`config.mk`:
```
export PLATFORM = sky130hd
export DESIGN_NAME = traffic_gen_ingress_flat
export DESIGN_NICKNAME = d
export VERILOG_FILES = /design/src/rtl/traffic_gen_pkg.sv /design/src/rtl/traffic_gen_ingress_if.sv /design/src/rtl/traffic_gen_lfsr.sv /design/src/rtl/traffic_gen_ingress.sv /design/src/flat_wrapper.sv
export SDC_FILE = /design/constraint.sdc
export NUM_CORES = 1
export LEC_CHECK = 0
export ABC_AREA = 1
export ABC_CLOCK_PERIOD_IN_PS = 2700
export BUFFER_PORTS_ARGS = -buffer_cell sky130_fd_sc_hd__buf_2
export CAP_MARGIN = 5
export CORE_MARGIN = 1
export CORE_UTILIZATION = 40
export DETAILED_ROUTE_END_ITERATION = 8
export SETUP_SLACK_MARGIN = 0.1
export SYNTH_ARGS = -nofsm -noshare
export SYNTH_HDL_FRONTEND = slang
export SYNTH_SLANG_ARGS = --single-unit
```
`constraint.sdc`:
```
create_clock -name clock -period 2.7 [get_ports clock]
set_input_delay 0.81 -clock clock [delete_from_list [all_inputs] [get_ports clock]]
set_output_delay 0.81 -clock clock [all_outputs]
set_load 0.01 [all_outputs]
```
`src/rtl/traffic_gen_pkg.sv`:
```
// traffic_gen_pkg: shared types, LFSR constants and helpers for the traffic generator
package traffic_gen_pkg;
  typedef enum logic [1:0] {IDLE, WAIT, SEND, DONE} state_e;
  localparam logic [15:0] LFSR_TAPS = 16'hB400;
  localparam logic [15:0] DEFAULT_SEED = 16'hACE1;
  localparam int ING_W = 16;
  localparam int SEQ_W = 48;
  function automatic logic [15:0] lfsr_next(input logic [15:0] s);
    return s[0] ? (s >> 1) ^ LFSR_TAPS : s >> 1;
  endfunction
  function automatic logic [31:0] sat_inc(input logic [31:0] v);
    return &v ? v : v + 32'd1;
  endfunction
endpackage

```
`src/rtl/traffic_gen_ingress_if.sv`:
```
// traffic_gen_ingress_if: flit valid/ready channel into a NoC ingress port
interface traffic_gen_ingress_if import traffic_gen_pkg::*; #(parameter int EG_W = 2);
  logic valid;
  logic ready;
  logic head;
  logic tail;
  logic [EG_W-1:0] egress_id;
  logic [ING_W+SEQ_W-1:0] unique_id;
  logic [63:0] timestamp;
  modport master(output valid, head, tail, egress_id, unique_id, timestamp, input ready);
  modport slave(input valid, head, tail, egress_id, unique_id, timestamp, output ready);
endinterface

```
`src/rtl/traffic_gen_lfsr.sv`:
```
// traffic_gen_lfsr: 16-bit Galois LFSR (x^16+x^14+x^13+x^11+1) with advance enable
module traffic_gen_lfsr import traffic_gen_pkg::*; #(
  parameter logic [15:0] SEED = DEFAULT_SEED
) (
  input  logic        clock,
  input  logic        reset,
  input  logic        advance,
  output logic [15:0] value
);
  always_ff @(posedge clock or negedge reset)
    if (!reset) value <= (SEED == 16'd0) ? DEFAULT_SEED : SEED;
    else if (advance) value <= lfsr_next(value);
endmodule

```
`src/rtl/traffic_gen_ingress.sv`:
```
// traffic_gen_ingress: Bernoulli-injection packet generator driving one NoC ingress port
module traffic_gen_ingress import traffic_gen_pkg::*; #(
  parameter logic [15:0] INGRESS_ID = 16'd0,
  parameter int N_EGRESS = 4,
  parameter int MAX_FLITS = 4,
  parameter int LEN_RANDOM = 1,
  parameter int N_PACKETS = 0,
  parameter logic [15:0] SEED = DEFAULT_SEED,
  parameter int EG_W = (N_EGRESS > 1) ? $clog2(N_EGRESS) : 1
) (
  input  logic        clock,
  input  logic        reset,
  input  logic        enable,
  input  logic [15:0] rate,
  input  logic [63:0] current_cycle,
  traffic_gen_ingress_if.master flit_out,
  output logic [31:0] pkts_sent,
  output logic [31:0] flits_sent,
  output logic [31:0] stall_cycles,
  output logic        done
);
  state_e state, state_n;
  logic [15:0] r;
  logic [7:0] len, idx, len_new;
  logic [SEQ_W-1:0] seq;
  logic inject, fire, last;
  traffic_gen_lfsr #(.SEED(SEED)) u_lfsr (
    .clock(clock), .reset(reset), .advance(state == WAIT), .value(r)
  );
  assign inject = (r < rate) || (rate == 16'hFFFF);
  assign fire = flit_out.valid && flit_out.ready;
  assign last = (N_PACKETS != 0) && (pkts_sent + 32'd1 == 32'(N_PACKETS));
  assign len_new = (LEN_RANDOM != 0)
    ? 8'((({8'd0, r[15:8]} * 16'(MAX_FLITS)) >> 8) + 16'd1) : 8'(MAX_FLITS);
  always_comb begin
    state_n = state;
    case (state)
      IDLE: state_n = enable ? WAIT : IDLE;
      WAIT: state_n = !enable ? IDLE : inject ? SEND : WAIT;
      SEND: state_n = !(fire && flit_out.tail) ? SEND : last ? DONE : enable ? WAIT : IDLE;
      default: state_n = DONE;
    endcase
  end
  always_ff @(posedge clock or negedge reset)
    if (!reset) state <= IDLE;
    else state <= state_n;
  // Flit fields are loaded only on injection and advanced only on handshake, so they hold under backpressure
  always_ff @(posedge clock or negedge reset)
    if (!reset) begin
      flit_out.valid <= 1'b0;
      flit_out.head <= 1'b0;
      flit_out.tail <= 1'b0;
      flit_out.egress_id <= '0;
      flit_out.unique_id <= '0;
      flit_out.timestamp <= '0;
      len <= '0;
      idx <= '0;
      seq <= '0;
      pkts_sent <= '0;
      flits_sent <= '0;
      stall_cycles <= '0;
      done <= 1'b0;
    end else begin
      flit_out.valid <= state_n == SEND;
      done <= state_n == DONE;
      if (state == WAIT && state_n == SEND) begin
        flit_out.head <= 1'b1;
        flit_out.tail <= len_new == 8'd1;
        flit_out.egress_id <= EG_W'(({8'd0, r[7:0]} * 16'(N_EGRESS)) >> 8);
        flit_out.unique_id <= {INGRESS_ID, seq};
        flit_out.timestamp <= current_cycle;
        len <= len_new;
        idx <= '0;
      end
      if (fire) begin
        flits_sent <= sat_inc(flits_sent);
        flit_out.head <= 1'b0;
        if (flit_out.tail) begin
          flit_out.tail <= 1'b0;
          pkts_sent <= sat_inc(pkts_sent);
          seq <= seq + 1'b1;
        end else begin
          flit_out.tail <= idx + 8'd2 == len;
          idx <= idx + 8'd1;
        end
      end
      if (flit_out.valid && !flit_out.ready) stall_cycles <= sat_inc(stall_cycles);
    end
endmodule

```
`src/flat_wrapper.sv`:
```
// flat-port wrapper written by rule: the top's interface ports become plain ports
module traffic_gen_ingress_flat import traffic_gen_pkg::*;
#(
  parameter logic [15:0] INGRESS_ID = 16'd0,
  parameter int N_EGRESS = 4,
  parameter int MAX_FLITS = 4,
  parameter int LEN_RANDOM = 1,
  parameter int N_PACKETS = 0,
  parameter logic [15:0] SEED = DEFAULT_SEED,
  parameter int EG_W = (N_EGRESS > 1) ? $clog2(N_EGRESS) : 1
)
  (clock, reset, enable, rate, current_cycle, pkts_sent, flits_sent, stall_cycles, done, flit_out_valid, flit_out_head, flit_out_tail, flit_out_egress_id, flit_out_unique_id, flit_out_timestamp, flit_out_ready);
  traffic_gen_ingress_if #(.EG_W(EG_W)) flit_out_i ();
  input  logic clock;
  input  logic reset;
  input  logic enable;
  input  logic [15:0] rate;
  input  logic [63:0] current_cycle;
  output logic [31:0] pkts_sent;
  output logic [31:0] flits_sent;
  output logic [31:0] stall_cycles;
  output logic done;
  output wire logic [$bits(flit_out_i.valid)-1:0] flit_out_valid;
  output wire logic [$bits(flit_out_i.head)-1:0] flit_out_head;
  output wire logic [$bits(flit_out_i.tail)-1:0] flit_out_tail;
  output wire logic [$bits(flit_out_i.egress_id)-1:0] flit_out_egress_id;
  output wire logic [$bits(flit_out_i.unique_id)-1:0] flit_out_unique_id;
  output wire logic [$bits(flit_out_i.timestamp)-1:0] flit_out_timestamp;
  input wire logic [$bits(flit_out_i.ready)-1:0] flit_out_ready;
  assign flit_out_valid = flit_out_i.valid;
  assign flit_out_head = flit_out_i.head;
  assign flit_out_tail = flit_out_i.tail;
  assign flit_out_egress_id = flit_out_i.egress_id;
  assign flit_out_unique_id = flit_out_i.unique_id;
  assign flit_out_timestamp = flit_out_i.timestamp;
  assign flit_out_i.ready = flit_out_ready;
  traffic_gen_ingress #(.INGRESS_ID(INGRESS_ID), .N_EGRESS(N_EGRESS), .MAX_FLITS(MAX_FLITS), .LEN_RANDOM(LEN_RANDOM), .N_PACKETS(N_PACKETS), .SEED(SEED), .EG_W(EG_W)) u_core (.clock(clock), .reset(reset), .enable(enable), .rate(rate), .current_cycle(current_cycle), .flit_out(flit_out_i), .pkts_sent(pkts_sent), .flits_sent(flits_sent), .stall_cycles(stall_cycles), .done(done));
endmodule
```
==> results.py, run 1 <==
metrics = {
    "critical_path": {
        "worst_setup_path_end_kind": "flop",
        "path_cells": "ha_1 > nand2_1 > inv_1 > nand3_1 > inv_1 > a21oi_1 > nand2_2 > nand2_4 > nand2_4 > buf_12 > buf_4 > nand2_1 > nand2_1",
        "r2r_cells": 13,
        "arrival_ns": 2.71,
        "start_kind": "flop",
        "critPathKind": "reg -> reg",
        "max_stage_delay_ns": 0.59,
        "critPathSlowestCell": "dfstp_2",
        "regToRegStartpoint": "u_core.u_lfsr.value[15]",
        "path_buf_inv": 4,
        "rr_endpoint": "u_core.flit_out.timestamp[14]",
        "crit_family": "simple AND/OR/NAND/NOR gates",
        "path_max_fanout": 59,
        "r2r_slack_ns": 0.41,
        "cp.required_ns": 3.11,
        "cp_common_cell": "nand2_1",
    },
    "global_routing": {
        "grt_pass1_vias": 12800,
        "groute.usage.overall_pct": 21.5,
        "overflow": 0,
        "grt_max_degree": 79,
        "antenna_found_initial": 2,
        "grt_pass1_wl_um": 66100,
    },
    "synth": {
        "synth_edf_count": 0,
        "ys.warnings.count": 0,
        "postSynthCellCount": 1860,
        "ys_seq_area_share_pct": 48.7,
        "syn_area_um2": 15000,
        "async_flop_share_pct": 100,
        "avgSynthCellArea_um2": 8.05,
        "synth-seq-cells": 291,
        "synth_flop_cell": "dfrtp_1",
        "synth_cell_types": 41,
    },
    "timing": {
        "fmax_mhz": 436,
        "tightest_slew_ns": 0.542,
        "rsz0062_at_grt": "no",
        "finalMaxSlewViolations": 0,
        "fin_crit_sh_pct": 85.0,
        "clock_skew_ns": 0.0208,
        "tns_ns": 0,
        "fin_crit_ns": 2.29,
        "setup_viol": 0,
        "hold_viol": 0,
        "slew_headroom_pct": 63.6,
    },
    "clock_tree": {
        "clkTransAtPathRegs_ns": 0.06,
        "cts_buffer_depth": 3,
        "numCtsBuffers": 35,
        "holdBufCountCts": 0,
        "clock-sinks": 291,
        "cts_tree": "yes",
        "insertion_delay_ns": 0.54,
        "htree_levels": 2,
        "clockRootBuffer": "clkbuf_16",
    },
    "power_and_ir_drop": {
        "powerDensity_nw_per_um2": 533,
        "power.leakage_nw": 9.58,
        "ir_drop_mv": 0.409,
    },
    "place": {
        "port_buffers": 297,
        "gp_congestion": 0.936,
        "hpwl_um": 29700,
        "dpl_cell_area_um2": 17000,
    },
    "cells_and_area": {
        "drive_gt1_share_pct": 19.2,
        "fin_area_um2": 18200,
        "areaGrowthSynthToFinish_pct": 21.3,
        "nFillCells": 3605,
        "nets": 2266,
    },
    "floorplanning": {
        "die_w_um": 196,
        "core-area_um2": 36700,
        "initial_utilization_pct": 40.8,
        "io_pins": 314,
        "rows": 70,
        "die_area_um2": 38200,
        "die_h_um": 196,
    },
    "route": {
        "drt_iter0_drc": 656,
        "vias_per_cell": 4.89,
        "wl_per_cell_um": 15.3,
        "num_vias": 13000,
        "drtAntennaViolNets": 0,
        "routed_wirelength_um": 40500,
        "drcViolationCount": 0,
        "drtPass1Iterations": 5,
    },
    "outcome": {
        "status": "finished, final reports clean",
    },
    "flow_run": {
        "maxCapViolCount": 0,
    },
    "worst_hold_path": {
        "min_path_type": "in -> async",
    },
}
cell type report:
class / instances / area (um2) / share of cell area [%]
flip-flops and latches: 291 / 7290 / 40.1
multi-input cells: 1363 / 6780 / 37.3
repair buffers: 315 / 1770 / 9.74
clock buffers: 51 / 1080 / 5.94
well taps: 468 / 586 / 3.22
inverters: 153 / 578 / 3.18
clock inverters: 10 / 83.8 / 0.461
diodes: 1 / 2.50 / 0.0138
layout by cell type, fill, tap and decap left out, drive strengths merged:
cell type  instances
nor4               6
a21oi             11
bufinv             1
ha                23
clkinv            10
o211ai             1
xor2             110
clkbuf            51
nor3              59
inv              150
nand3            154
nand3b             4
dfrtp            283
xnor2             31
nor3b              3
nor2             185
diode              1
conb              16
clkinvlp           2
a21boi             1
nand4             33
and2               1
buf              315
nand2            626
o21ai             99
dfstp              8
routing by layer:
layer / GRT usage [%] / wire length [um] / vias to the layer above
met5: 0 / 0 / -
met4: 8.52 / 1240 / 0
met3: 3.20 / 1710 / 78
met2: 36.5 / 19800 / 296
met1: 27.4 / 17800 / 6118
li1: - / - / 6464
repair_timing:
| action | in CTS | in global routing |
|---|---|---|
| setup endpoints to repair | 0 | 1 |
| resized for setup | 0 | 1 |
| setup buffers | 0 | 0 |
through the flow:
step / power, mW / utilization (%) / hold slack [ns] / instances / worst slack [ns]
6_report: 9.68 / 49.5 / 0.167 / 2652 / 0.405
2_1_floorplan: 4.76 / - / 0.442 / 1875 / 0.430
3_5_place_dp: 5.05 / 46.3 / 0.453 / 2590 / 0.0382
4_1_cts: 9.86 / 49.5 / 0.152 / 2651 / 0.339
5_1_grt: 10.1 / 49.5 / 0.180 / 2652 / 0.232
3_3_place_gp: 5.04 / 46.3 / 0.450 / 2590 / 0.0779
synth_stat cells, drive strengths merged (23+ instances only):
library cell	count	area share (%)
dfrtp	283	47
nand4	33	1.5
nand3	154	5.2
inv	150	3.8
buf	47	2.1
ha	23	1.9
xor2	110	6.4
nor3	59	2.1
xnor2	31	1.8
nor2	185	5.1
nand2	626	16
o21ai	99	3.3
how the worst max path moves through the flow:
stage                       startpoint                            end  slack (ns)  cells past startpoint
2_1_floorplan                  rate[5]  u_core.flit_out.unique_id[37]        0.43                     14
6_report       u_core.u_lfsr.value[15]  u_core.flit_out.timestamp[14]        0.41                     13
5_1_grt           u_core.flits_sent[1]           u_core.flits_sent[2]        0.23                     10
3_3_place_gp                  rate[15]  u_core.flit_out.timestamp[10]        0.08                     15
3_5_place_dp                  rate[15]  u_core.flit_out.timestamp[14]        0.04                     15
4_1_cts            u_core.pkts_sent[0]           u_core.pkts_sent[28]        0.34                     11
cell families (layout without fill, tap and decap cells):
family / after synthesis / after routing / share of synthesized area [%]
simple gates: 1071 / 1071 / 30.9
xor+xnor: 141 / 141 / 8.24
buf+inv: 221 / 529 / 6.50
flops: 291 / 291 / 48.7
fa+ha+maj: 23 / 23 / 1.92
compound gates: 112 / 112 / 3.77
other cells: 1 / 17 / 0.0250
flip-flops by register name, indices dropped and copies added (netlist names):
register / cells
u_core.pkts_sent: 32
u_core.stall_cycles: 32
u_core.flit_out.head: 1
u_core.state: 2
u_core.flit_out.egress_id: 2
u_core.idx: 8
u_core.len: 3
u_core.flits_sent: 32
u_core.flit_out.valid: 1
u_core.flit_out.timestamp: 64
u_core.seq: 48
u_core.u_lfsr.value: 16
u_core.done: 1
u_core.flit_out.unique_id: 48
u_core.flit_out.tail: 1
where the power goes:
| part | switching [mW] | total [mW] | internal [mW] |
|---|---|---|---|
| clock | 1.86 | 4.72 | 2.86 |
| combinational | 0.276 | 0.446 | 0.170 |
| sequential | 0.0626 | 4.52 | 4.46 |
| total | 2.20 | 9.68 | 7.49 |
No activity file was read; power rests on OpenSTA's default activity.
==> inputs of run 2 (changes only) <==
--- a/config.mk
+++ b/config.mk
@@ -6,7 +6,7 @@
 export NUM_CORES = 1
 export LEC_CHECK = 0
 export ABC_AREA = 1
-export ABC_CLOCK_PERIOD_IN_PS = 2700
+export ABC_CLOCK_PERIOD_IN_PS = 2000
 export BUFFER_PORTS_ARGS = -buffer_cell sky130_fd_sc_hd__buf_2
 export CAP_MARGIN = 5
 export CORE_MARGIN = 1
==> constraint.sdc (replaced) <==
create_clock -name clock -period 2 [get_ports clock]
set_input_delay 0.6 -clock clock [delete_from_list [all_inputs] [get_ports clock]]
set_output_delay 0.6 -clock clock [all_outputs]
set_load 0.01 [all_outputs]
==> run 2 against run 1 <==
The flow now finishes with violations (setup timing). Global-route usage rose by 1.7 points. Critical path depth fell by 4. Combinational power rose by 51%. Worst hold slack improved by 0.14 ns. Cell area rose by 9.5%. Count of clock-buffer cells in the layout rose by 3. Critical endpoint is now u_core.flit_out.unique_id[36].
==> results.py, run 2 (synthesized netlist as in run 1, its figures left out) <==
metrics = {
    "route": {
        "drtPass1Iterations": 5,
        "num_vias": 13700,
        "vias_per_cell": 4.93,
        "drtAntennaViolNets": 0,
        "wl_per_cell_um": 16.0,
        "drt_iter0_drc": 712,
        "routed_wirelength_um": 44500,
        "drcViolationCount": 0,
    },
    "global_routing": {
        "grt_pass1_vias": 13500,
        "groute.usage.overall_pct": 23.1,
        "grt_max_degree": 70,
        "grt_pass1_wl_um": 71000,
        "antenna_found_initial": 1,
        "overflow": 0,
    },
    "place": {
        "dpl_cell_area_um2": 17900,
        "port_buffers": 297,
        "dpl.cell_count": 2682,
        "gp_congestion": 0.941,
        "post-place-ws_ns": -0.331,
        "hpwl_um": 32700,
    },
    "cells_and_area": {
        "nets": 2387,
        "layout_commonest_cell": "nand2_1",
        "layout_common_cells": "578 x nand2_1, 296 x buf_2, 277 x dfrtp_1",
        "reg.largest.list": "u_core.flit_out.timestamp (64), u_core.flit_out.unique_id (48), u_core.seq (48)",
        "largest_register": "u_core.flit_out.timestamp",
        "final_cell_count_no_fill": 2774,
        "drive_gt1_share_pct": 27.7,
        "areaGrowthSynthToFinish_pct": 32.8,
        "largest_reg_flops": 64,
        "nFillCells": 3508,
        "fin_area_um2": 19900,
    },
    "timing": {
        "setup_viol": 66,
        "finalMaxSlewViolations": 0,
        "worst_slack_ns": -0.0551,
        "holdWs_ns": 0.305,
        "fin_crit_sh_pct": 103,
        "clock_skew_ns": 0.0203,
        "fin_crit_ns": 2.06,
        "hold_viol": 0,
        "rsz0062_at_grt": "yes",
        "fmax_mhz": 487,
    },
    "power_and_ir_drop": {
        "power.total_mw": 13.3,
        "power.leakage_nw": 10.4,
        "powerDensity_nw_per_um2": 667,
        "ir_drop_mv": 0.548,
    },
    "clock_tree": {
        "cts_tree": "yes",
        "insertion_delay_ns": 0.52,
        "htree_levels": 2,
        "cts_buffer_depth": 3,
        "clkTransAtPathRegs_ns": 0.06,
        "numCtsBuffers": 35,
        "clockRootBuffer": "clkbuf_16",
        "clock-sinks": 291,
    },
    "outcome": {
        "status": "complete, but fails checks",
        "violations": "setup timing",
    },
    "critical_path": {
        "cp.required_ns": 2.42,
        "path_cells": "ha_1 > a21oi_1 > o21ai_1 > a21oi_2 > nand2_2 > nand2_8 > nand2_4 > clkbuf_16 > o21ai_0",
        "max_stage_delay_ns": 0.54,
        "rr_endpoint": "u_core.flit_out.unique_id[36]",
        "critPathKind": "reg -> reg",
        "critPathSlowestCell": "dfstp_2",
        "regToRegStartpoint": "u_core.u_lfsr.value[13]",
        "start_kind": "flop",
        "r2r_slack_ns": -0.06,
        "worst_setup_path_end_kind": "flop",
        "r2r_cells": 9,
        "path_max_fanout": 9,
        "arrival_ns": 2.47,
    },
    "floorplanning": {
        "die_h_um": 196,
        "initial_utilization_pct": 40.8,
        "die_w_um": 196,
        "die_area_um2": 38200,
        "core-area_um2": 36700,
        "io_pins": 314,
        "rows": 70,
    },
    "worst_hold_path": {
        "min_path_type": "in -> reg",
        "holdPathStages": 3,
        "hp-start": "current_cycle[60]",
        "min_to": "u_core.flit_out.timestamp[60]",
    },
    "flow_run": {
        "maxCapViolCount": 0,
    },
}
## run 2: critical path: cells and delay by family, from the launching register on
| family | cells | cell delay [ns] |
|---|---|---|
| adder cells (fa/ha/maj) | 1 | 0.25 |
| buffers and inverters | 1 | 0.21 |
| flip-flops | 1 | 0.54 |
| AO/OA/AOI/OAI | 4 | 0.52 |
| AND/OR/NAND/NOR | 3 | 0.42 |
## run 2: area by class of cell
cell class	instances	area (um2)	share of cell area (%)
diodes	1	2.50	0.0126
clock buffers	54	1080	5.43
clock inverters	8	101	0.509
inverters	153	608	3.06
multi-input cells	1365	7250	36.4
flip-flops and latches	291	7300	36.7
well taps	468	586	2.94
repair buffers	434	2970	14.9
## run 2: per-stage QoR
stage	TNS, ns	utilization (%)
after floorplan	0	-
after global placement	-37.21	48.7
after detailed placement	-37.31	48.7
after CTS	-1.79	52.9
after global routing	-13.23	54.2
final	-1.17	54.2
## run 2: per-layer routing
layer	share of wire [%]	wire, um	track usage (%)
met5	0	0	0
met4	3.6	1600	8.63
met3	4.4	1980	3.49
met2	49	21700	38.8
met1	43	19300	30.2
## run 2: how the worst max path moves through the flow
stage	start	end	slack, ns	depth (start not counted)
2_1_floorplan	rate[5]	u_core.idx[5]	0.02	14
3_5_place_dp	rate[15]	u_core.flit_out.timestamp[5]	-0.33	14
3_3_place_gp	rate[15]	u_core.flit_out.timestamp[17]	-0.32	14
6_report	u_core.u_lfsr.value[13]	u_core.flit_out.unique_id[36]	-0.06	9
4_1_cts	u_core.u_lfsr.value[5]	u_core.flit_out.timestamp[1]	-0.07	12
5_1_grt	u_core.u_lfsr.value[5]	u_core.flit_out.unique_id[36]	-0.18	11
## run 2: timing repair
action                                  in CTS  in global routing
endpoints found under the hold margin       32                  0
endpoints found under the setup margin     168                209
pin swaps                                   20                 20
hold buffers                                 1                  0
buffers inserted                             5                 14
gates resized for setup                     46                100
cloned                                       6                  5
## run 2: where the power goes
group / internal, mW / total, mW / switching [mW]
logic: 0.266 / 0.673 / 0.407
registers: 6.01 / 6.10 / 0.0882
clock network: 3.98 / 6.49 / 2.51
total: 10.3 / 13.3 / 3.01
